File: src/rtl/mdl_dmabusmaster.sv
// 68000-style DMA bus master: BR/BG/BGACK arbitration plus word-sized AS/UDS/LDS bus cycles
// driven from the DMA timing stage, with grant and DTACK watchdogs.
module mdl_dmabusmaster #(
  parameter int unsigned AW        = 23,
  parameter int unsigned BG_TMO    = 255,
  parameter int unsigned DTACK_TMO = 63
) (
  input  logic          i_MCLK,
  input  logic          i_SYS_RST,
  input  logic          i_CLK4M_PCEN_n,
  input  logic          i_BR_START_n,
  input  logic          i_DMA_END,
  input  logic          i_WORD_REQ,
  input  logic          i_DMA_WR_ACT_n,
  input  logic          i_ADDR_LD,
  input  logic [AW-1:0] i_ADDR_D,
  input  logic          i_BG_n,
  input  logic          i_AS_n,
  input  logic          i_DTACK_n,
  output logic          o_BR_n,
  output logic          o_BGACK_n,
  output logic          o_AS_n,
  output logic          o_UDS_n,
  output logic          o_LDS_n,
  output logic          o_RW,
  output logic [AW-1:0] o_ADDR,
  output logic          o_DMA_ACT,
  output logic          o_WORD_DONE,
  output logic          o_BUSERR
);

  localparam int unsigned BGW = $clog2(BG_TMO + 1);
  localparam int unsigned DTW = $clog2(DTACK_TMO + 1);

  typedef enum logic [2:0] {
    ST_IDLE,
    ST_REQ,
    ST_OWN,
    ST_AS,
    ST_DS,
    ST_WT,
    ST_END,
    ST_REL
  } state_e;

  state_e         state_q, state_d;
  logic           br_n_q, br_n_d;
  logic           bgack_n_q, bgack_n_d;
  logic           as_n_q, as_n_d;
  logic           ds_n_q, ds_n_d;
  logic           rw_q, rw_d;
  logic           dma_act_q, dma_act_d;
  logic           word_done_q, word_done_d;
  logic           buserr_q, buserr_d;
  logic [AW-1:0]  addr_q, addr_d;
  logic [BGW-1:0] bg_tmr_q, bg_tmr_d;
  logic [DTW-1:0] dt_tmr_q, dt_tmr_d;
  logic           tick;

  assign tick = ~i_CLK4M_PCEN_n;

  // State and output registers; reset overrides the clock enable.
  always_ff @(posedge i_MCLK) begin
    if (i_SYS_RST) begin
      state_q     <= ST_IDLE;
      br_n_q      <= 1'b1;
      bgack_n_q   <= 1'b1;
      as_n_q      <= 1'b1;
      ds_n_q      <= 1'b1;
      rw_q        <= 1'b1;
      dma_act_q   <= 1'b0;
      word_done_q <= 1'b0;
      buserr_q    <= 1'b0;
      addr_q      <= '0;
      bg_tmr_q    <= '0;
      dt_tmr_q    <= '0;
    end else begin
      state_q     <= state_d;
      br_n_q      <= br_n_d;
      bgack_n_q   <= bgack_n_d;
      as_n_q      <= as_n_d;
      ds_n_q      <= ds_n_d;
      rw_q        <= rw_d;
      dma_act_q   <= dma_act_d;
      word_done_q <= word_done_d;
      buserr_q    <= buserr_d;
      addr_q      <= addr_d;
      bg_tmr_q    <= bg_tmr_d;
      dt_tmr_q    <= dt_tmr_d;
    end
  end

  // Next-state and output decode; everything holds between clock-enable ticks.
  always_comb begin
    state_d     = state_q;
    br_n_d      = br_n_q;
    bgack_n_d   = bgack_n_q;
    as_n_d      = as_n_q;
    ds_n_d      = ds_n_q;
    rw_d        = rw_q;
    dma_act_d   = dma_act_q;
    word_done_d = word_done_q;
    buserr_d    = buserr_q;
    addr_d      = addr_q;
    bg_tmr_d    = bg_tmr_q;
    dt_tmr_d    = dt_tmr_q;

    if (tick) begin
      word_done_d = 1'b0;
      unique case (state_q)
        ST_IDLE: begin
          if (i_ADDR_LD) addr_d = i_ADDR_D;
          if (!i_BR_START_n) begin
            state_d  = ST_REQ;
            br_n_d   = 1'b0;
            buserr_d = 1'b0;
            bg_tmr_d = '0;
          end
        end
        ST_REQ: begin
          if (i_ADDR_LD) addr_d = i_ADDR_D;
          // Grant is only taken once the previous master has fully left the bus.
          if (!i_BG_n && i_AS_n && i_DTACK_n) begin
            state_d   = ST_OWN;
            br_n_d    = 1'b1;
            bgack_n_d = 1'b0;
            dma_act_d = 1'b1;
          end else if (i_DMA_END) begin
            state_d = ST_IDLE;
            br_n_d  = 1'b1;
          end else if (bg_tmr_q == BGW'(BG_TMO - 1)) begin
            state_d  = ST_IDLE;
            br_n_d   = 1'b1;
            buserr_d = 1'b1;
          end else begin
            bg_tmr_d = bg_tmr_q + BGW'(1);
          end
        end
        ST_OWN: begin
          if (i_WORD_REQ) begin
            state_d = ST_AS;
          end else if (i_DMA_END) begin
            state_d = ST_REL;
          end
        end
        ST_AS: begin
          state_d  = ST_DS;
          as_n_d   = 1'b0;
          rw_d     = i_DMA_WR_ACT_n;
          dt_tmr_d = '0;
        end
        ST_DS: begin
          state_d = ST_WT;
          ds_n_d  = 1'b0;
        end
        ST_WT: begin
          if (!i_DTACK_n) begin
            state_d = ST_END;
          end else if (dt_tmr_q == DTW'(DTACK_TMO - 1)) begin
            state_d  = ST_REL;
            as_n_d   = 1'b1;
            ds_n_d   = 1'b1;
            rw_d     = 1'b1;
            buserr_d = 1'b1;
          end else begin
            dt_tmr_d = dt_tmr_q + DTW'(1);
          end
        end
        ST_END: begin
          state_d     = ST_OWN;
          as_n_d      = 1'b1;
          ds_n_d      = 1'b1;
          rw_d        = 1'b1;
          word_done_d = 1'b1;
          addr_d      = addr_q + AW'(1);
        end
        ST_REL: begin
          state_d   = ST_IDLE;
          bgack_n_d = 1'b1;
          dma_act_d = 1'b0;
        end
        default: state_d = ST_IDLE;
      endcase
    end
  end

  assign o_BR_n      = br_n_q;
  assign o_BGACK_n   = bgack_n_q;
  assign o_AS_n      = as_n_q;
  assign o_UDS_n     = ds_n_q;
  assign o_LDS_n     = ds_n_q;
  assign o_RW        = rw_q;
  assign o_ADDR      = addr_q;
  assign o_DMA_ACT   = dma_act_q;
  assign o_WORD_DONE = word_done_q;
  assign o_BUSERR    = buserr_q;

  // Bus ownership invariants.
  a_br_bgack_excl : assert property (@(posedge i_MCLK) disable iff (i_SYS_RST) (br_n_q || bgack_n_q));
  a_as_needs_own  : assert property (@(posedge i_MCLK) disable iff (i_SYS_RST) (as_n_q || !bgack_n_q));

endmodule
File: config.mk
export PLATFORM = sky130hd
export DESIGN_NAME = mdl_dmabusmaster
export DESIGN_NICKNAME = d
export VERILOG_FILES = /design/src/rtl/mdl_dmabusmaster.sv
export SDC_FILE = /design/constraint.sdc
export NUM_CORES = 1
export LEC_CHECK = 0
export ABC_AREA = 1
export BUFFER_PORTS_ARGS = -buffer_cell sky130_fd_sc_hd__clkbuf_2
export CORE_MARGIN = 4
export CORE_UTILIZATION = 46
export CTS_CLUSTER_DIAMETER = 60
export DETAILED_ROUTE_END_ITERATION = 10
export GPL_TIMING_DRIVEN = 0
export PLACE_DENSITY = 0.69
export SLEW_MARGIN = 10
export SYNTH_ARGS = -nofsm -noshare
export SYNTH_HDL_FRONTEND = slang
export SYNTH_SLANG_ARGS = --single-unit
File: constraint.sdc
create_clock -name i_MCLK -period 2.9 [get_ports i_MCLK]
set_input_delay 0.29 -clock i_MCLK [delete_from_list [all_inputs] [get_ports i_MCLK]]
set_output_delay 0.29 -clock i_MCLK [all_outputs]
set_load 0.03 [all_outputs]
==> out/metrics.sh <==
STATUS='completed'
WORSTPATHARRIVAL_PS=2010
SW_FRAC_OF_TOTAL_PCT=30.7
FINAL-SEQ-AREA_UM2=961
FINAL_MIN_PERIOD_OVER_CLOCK_PERIOD_PCT=63.1
TOTAL_VIA_COUNT_IN_THE_ROUTED_DESIGN=3174
FIRST_GLOBAL_VIAS=2780
CRITPATHSLOWESTCELL='sky130_fd_sc_hd__dfxtp_1'
MAX_SLEW.WORST_PIN.SLEW_PS=528
FLOORPLAN.DIE.HEIGHT_UM=88.4
ROUTED_VIA_DENSITY=5.17
CRIT_FAMILY='simple AND/OR/NAND/NOR gates'
YOSYSWARNINGCOUNT=0
DPL_WORST_SLACK_PS=1090
COMB_POWER_SHARE_PCT=20.3
GRT_SETUP_UNREPAIRED='no'
SYNTHMUXAREASHARE_PCT=0
ACCUMULATED_NEGATIVE_SETUP_SLACK_PS=0
GLOBALROUTE.TOTALOVERFLOW=0
DIE-WIDTH_UM=88.4
SYNTHESIS.AREA_MM2=0.00297
STARTPOINT='o_ADDR[0]'
DRT_FIRST_ITER_VIOLATIONS=150
AREA_GROWTH_PCT=18.4
FINALMAXSLEWVIOLATIONS=0
SYNTH_ENABLE_FLOP_CELLS=0
INTERNAL_POWER_SUMMED_OVER_ALL_CELLS_mW=1.15
AREA_FRACTION_IN_COMPOUND_GATES_AFTER_SYNTHESIS_PCT=16.8
GP_CONGESTION=0.881
WORST-R2R-SETUP-SLACK_PS=1070
CTS-ROOT-TO-SINK-BUFFERS=2
TRITONCTS.NUM_BUFFERS=5
START_UTIL_PCT=47.0
SYNTH_TOP_AREA_CELL='sky130_fd_sc_hd__dfxtp_1'
LEAKAGE_nW=1.51
FINAL_LAYOUT_SIZE_SUFFIX_GT1_SHARE_PCT=18.8
FIN_WORST_SKEW_PS=12.8
TIMING.CRITICAL_PATH.CELLS='ha_1, nand2_1, nor2_2, nand2_1, nor2_2, nand2_1, nand2_1, nand3_1, nand2_1, a21oi_1'
POST_SYNTH_INST_COUNT=466
PWR-SHARE-SEQ_PCT=45.1
DRCVIOLATIONCOUNT=0
POWER_DENSITY_mW_PER_MM2=474
CLOCK.FMAX_MHz=547
CELL_REPEATED_MOST_ALONG_THE_WORST_PATH='sky130_fd_sc_hd__nand2_1'
DOMINANT_COMBINATIONAL_CELL_FAMILY_BY_AREA_AFTER_SYNTHESIS='simple AND/OR/NAND/NOR gates'
MIN-DELAY-PATH-CLASS='input pin to flip-flop'
ROWS=29
WORSTPATHREQUIRED_PS=3080
SYNTH_SEQ_AREA_SHARE_PCT=32.4
VDD_IR_DROP_MAX_mV=0.253
CRITICAL_PATH.REG2REG.ENDPOINT='o_ADDR[18]'
SYNTHESIS.AREA_PER_INSTANCE_UM2=6.37
DETAILEDROUTE.FIRSTPASSITERATIONCOUNT=5
GRT_START_MAX_NET_PINS=15
CTS_POST_SETUP_BUFFERS_INSERTED=0
GLOBAL_ROUTE_WIRE_LENGTH_BEFORE_REPAIR_UM=12800
PATH_BUF_INV=0
CORE-AREA_MM2=0.00631
SYN_NETS=505
HOLD_BUFFERS=0
PIN_COUNT=66
PORT_BUFFERS=64
CLOCK_ROOT_BUFFER_MASTER='sky130_fd_sc_hd__clkbuf_8'
SYNTHFLOPTYPE='sky130_fd_sc_hd__dfxtp_1'
LAYOUT.CORE_UTILIZATION_PCT=55.7
TIME_THE_WORST_PATH_NEEDS_WITH_I_O_DELAYS_AND_SETUP_PS=1830
FINALWORSTSETUPSLACK_PS=1070
ANTENNA_CELLS_INSERTED=0
ROUTED_WIRELENGTH_UM=7640
CRITICAL_REGISTER_TO_REGISTER_PATH_STARTPOINT='o_ADDR[0]'
FLOPS_LATCHES_SYNTH=48
DOMINANT_CELL_BY_COUNT_IN_THE_SYNTHESIZED_NETLIST='sky130_fd_sc_hd__nand2_1'
TIMING.REG2REG.WORST_PATH_DEPTH=10
MULTI_INPUT_LOGIC_AREA_MM2=0.00175
HOLD_PATH_DEPTH=3
SYNTH_SIMPLE_GATE_AREA_SHARE_PCT=34.6
SYNTH_TOP_CELLS_BY_COUNT='sky130_fd_sc_hd__nand2_1 (138), sky130_fd_sc_hd__nor2_1 (50), sky130_fd_sc_hd__dfxtp_1 (48)'
FINAL_CELL_COUNT_NO_FILL=614
OVERALL_POWER_OF_THE_COMPLETED_LAYOUT_mW=1.66
SETUP.WORST_PATH.CLASS='flip-flop to flip-flop'
SETUP.WORST_PATH.END_CLASS='flip-flop'
FINAL-HOLD-VIOLATION-COUNT=0
CTSRESIZECOUNT=0
MAXCAPVIOLCOUNT=0
SYNTH.DISTINCT_CELLS=34
CLKSLEWWORSTSETUPHOLDPATHS_PS=100
DIE_AREA_MM2=0.00781
PLACED_CELLS_INCL_TAPS=607
MAXSLEWHEADROOM_PCT=64.8
CRITICAL_PATH.MAX_STAGE_DELAY_PS=430
SETUP.WORST_PATH.START_CLASS='flip-flop'
SYNTH_AREA_LEADERS='sky130_fd_sc_hd__dfxtp_1 (32%), sky130_fd_sc_hd__nand2_1 (17%), sky130_fd_sc_hd__a21oi_1 (7.2%)'
CTS_SINKS=48
HTREE_LEVELS=2
SYNTH.TOP_CELL.AREA_SHARE_PCT=32.4
CLOCK_LATENCY_PS=320
CLOCK_POWER_SHARE_PCT=34.6
FILLERS=671
SETUP_VIOLATIONS=0
YOSYS.AREA_SHARE.ADDER_PCT=2.11
PLACE.DETAILED.HPWL_UM=5740
CRIT_END='o_ADDR[18]'
SWITCHINGPOWER_uW=511
XOR_XNOR_FRACTION_OF_SYNTH_AREA_PCT=5.31
WORST-PATH-STAGES=10
WIRE_PER_INST_UM=12.4
POSTROUTEANTENNANETS=0
INITIAL_ANTENNA_VIOLATION_COUNT=0
GRTUSAGETOTAL_PCT=20.5
CRITICAL_PATH_PEAK_FANOUT=6
SYNTH-ASYNC-RESET-RATIO_PCT=0
CTS_TREE='done'
FINAL_NET_COUNT=576
-- how the worst min path moves through the flow --
stage / from / slack [ps] / endpoint
final: i_ADDR_D[1] / 210 / o_ADDR[1]
after global routing: i_ADDR_D[8] / 220 / o_ADDR[8]
after CTS: i_ADDR_D[1] / 220 / o_ADDR[1]
after detailed placement: o_AS_n / 440 / o_AS_n
after global placement: o_AS_n / 440 / o_AS_n
after floorplan: i_ADDR_D[0] / 430 / o_ADDR[0]
-- cells by family (layout without fill, tap and decap cells) --
family	after synthesis	count (layout)
adders and majority gates	5	5
buffers and inverters	61	132
AOI/OAI and AO/OA	90	90
and+or+nand+nor	244	244
DFF	48	48
xor gates and xnor gates	18	18
-- worst reg2reg max path, cell delays in order, from the launching register on --
cell and delay [ps]:
sky130_fd_sc_hd__dfxtp_1 430, sky130_fd_sc_hd__ha_1 200, sky130_fd_sc_hd__nand2_1 80, sky130_fd_sc_hd__nor2_2 170, sky130_fd_sc_hd__nand2_1 210, sky130_fd_sc_hd__nor2_2 280
sky130_fd_sc_hd__nand2_1 80, sky130_fd_sc_hd__nand2_1 60, sky130_fd_sc_hd__nand3_1 70, sky130_fd_sc_hd__nand2_1 70, sky130_fd_sc_hd__a21oi_1 50
-- sequential cells by signal, indices dropped and copies added, names as in the netlist --
name,flops
o_ADDR,23
o_RW,1
o_BGACK_n,1
o_WORD_DONE,1
o_AS_n,1
bg_tmr_q,8
o_BR_n,1
o_DMA_ACT,1
dt_tmr_q,6
state_q,3
o_LDS_n,1
o_BUSERR,1
-- power groups by stage --
| stage | Combinational (mW) | Sequential, mW | Clock [mW] |
|---|---|---|---|
| 6_report | 0.338 | 0.750 | 0.577 |
| 5_1_grt | 0.379 | 0.757 | 0.613 |
| 4_1_cts | 0.341 | 0.750 | 0.586 |
| 3_5_place_dp | 0.340 | 0.765 | 0 |
| 3_3_place_gp | 0.335 | 0.763 | 0 |
| 2_1_floorplan | 0.177 | 0.819 | 0 |
-- routing by layer --
layer | global-route usage [%] | vias up | part of all wire, %
met4 | 6.18 | 0 | 2.0
met2 | 33.2 | 82 | 46
li1 | - | 1649 | -
met3 | 3.91 | 15 | 5.2
met1 | 27.6 | 1428 | 47
met5 | 0 | - | 0
-- stage by stage --
| stage | instance area [um^2] | hold slack, ps |
|---|---|---|
| global placement | 3390 | 439 |
| CTS | 3520 | 216 |
| detailed placement | 3390 | 438 |
| floorplan | 2970 | 429 |
| global route | 3520 | 224 |
| finish | 3520 | 209 |
-- layout make-up --
| class | count | share of cell area [%] |
|---|---|---|
| Buffer | 15 | 2.46 |
| Inverter | 46 | 4.98 |
| Clock buffer | 5 | 1.96 |
| Sequential cell | 48 | 27.3 |
| Tap cell | 77 | 2.74 |
| Multi-Input combinational cell | 357 | 49.7 |
| Timing Repair Buffer | 64 | 9.11 |
| Clock inverter | 2 | 1.71 |
-- placed cells by master (no fill, tap or decap), drive strengths merged --
cell / n
a31oi: 6
nand3: 31
dfxtp: 48
o21ai: 28
clkbuf: 73
xnor2: 7
ha: 5
bufinv: 2
nor2: 56
nand2: 141
nand4: 8
a21oi: 43
or2: 2
clkinv: 1
xor2: 11
a211oi: 1
o21a: 9
nand3b: 1
o211ai: 2
buf: 11
and2: 1
o31ai: 1
nor3: 4
inv: 45
(Power assumes the default switching activity.)
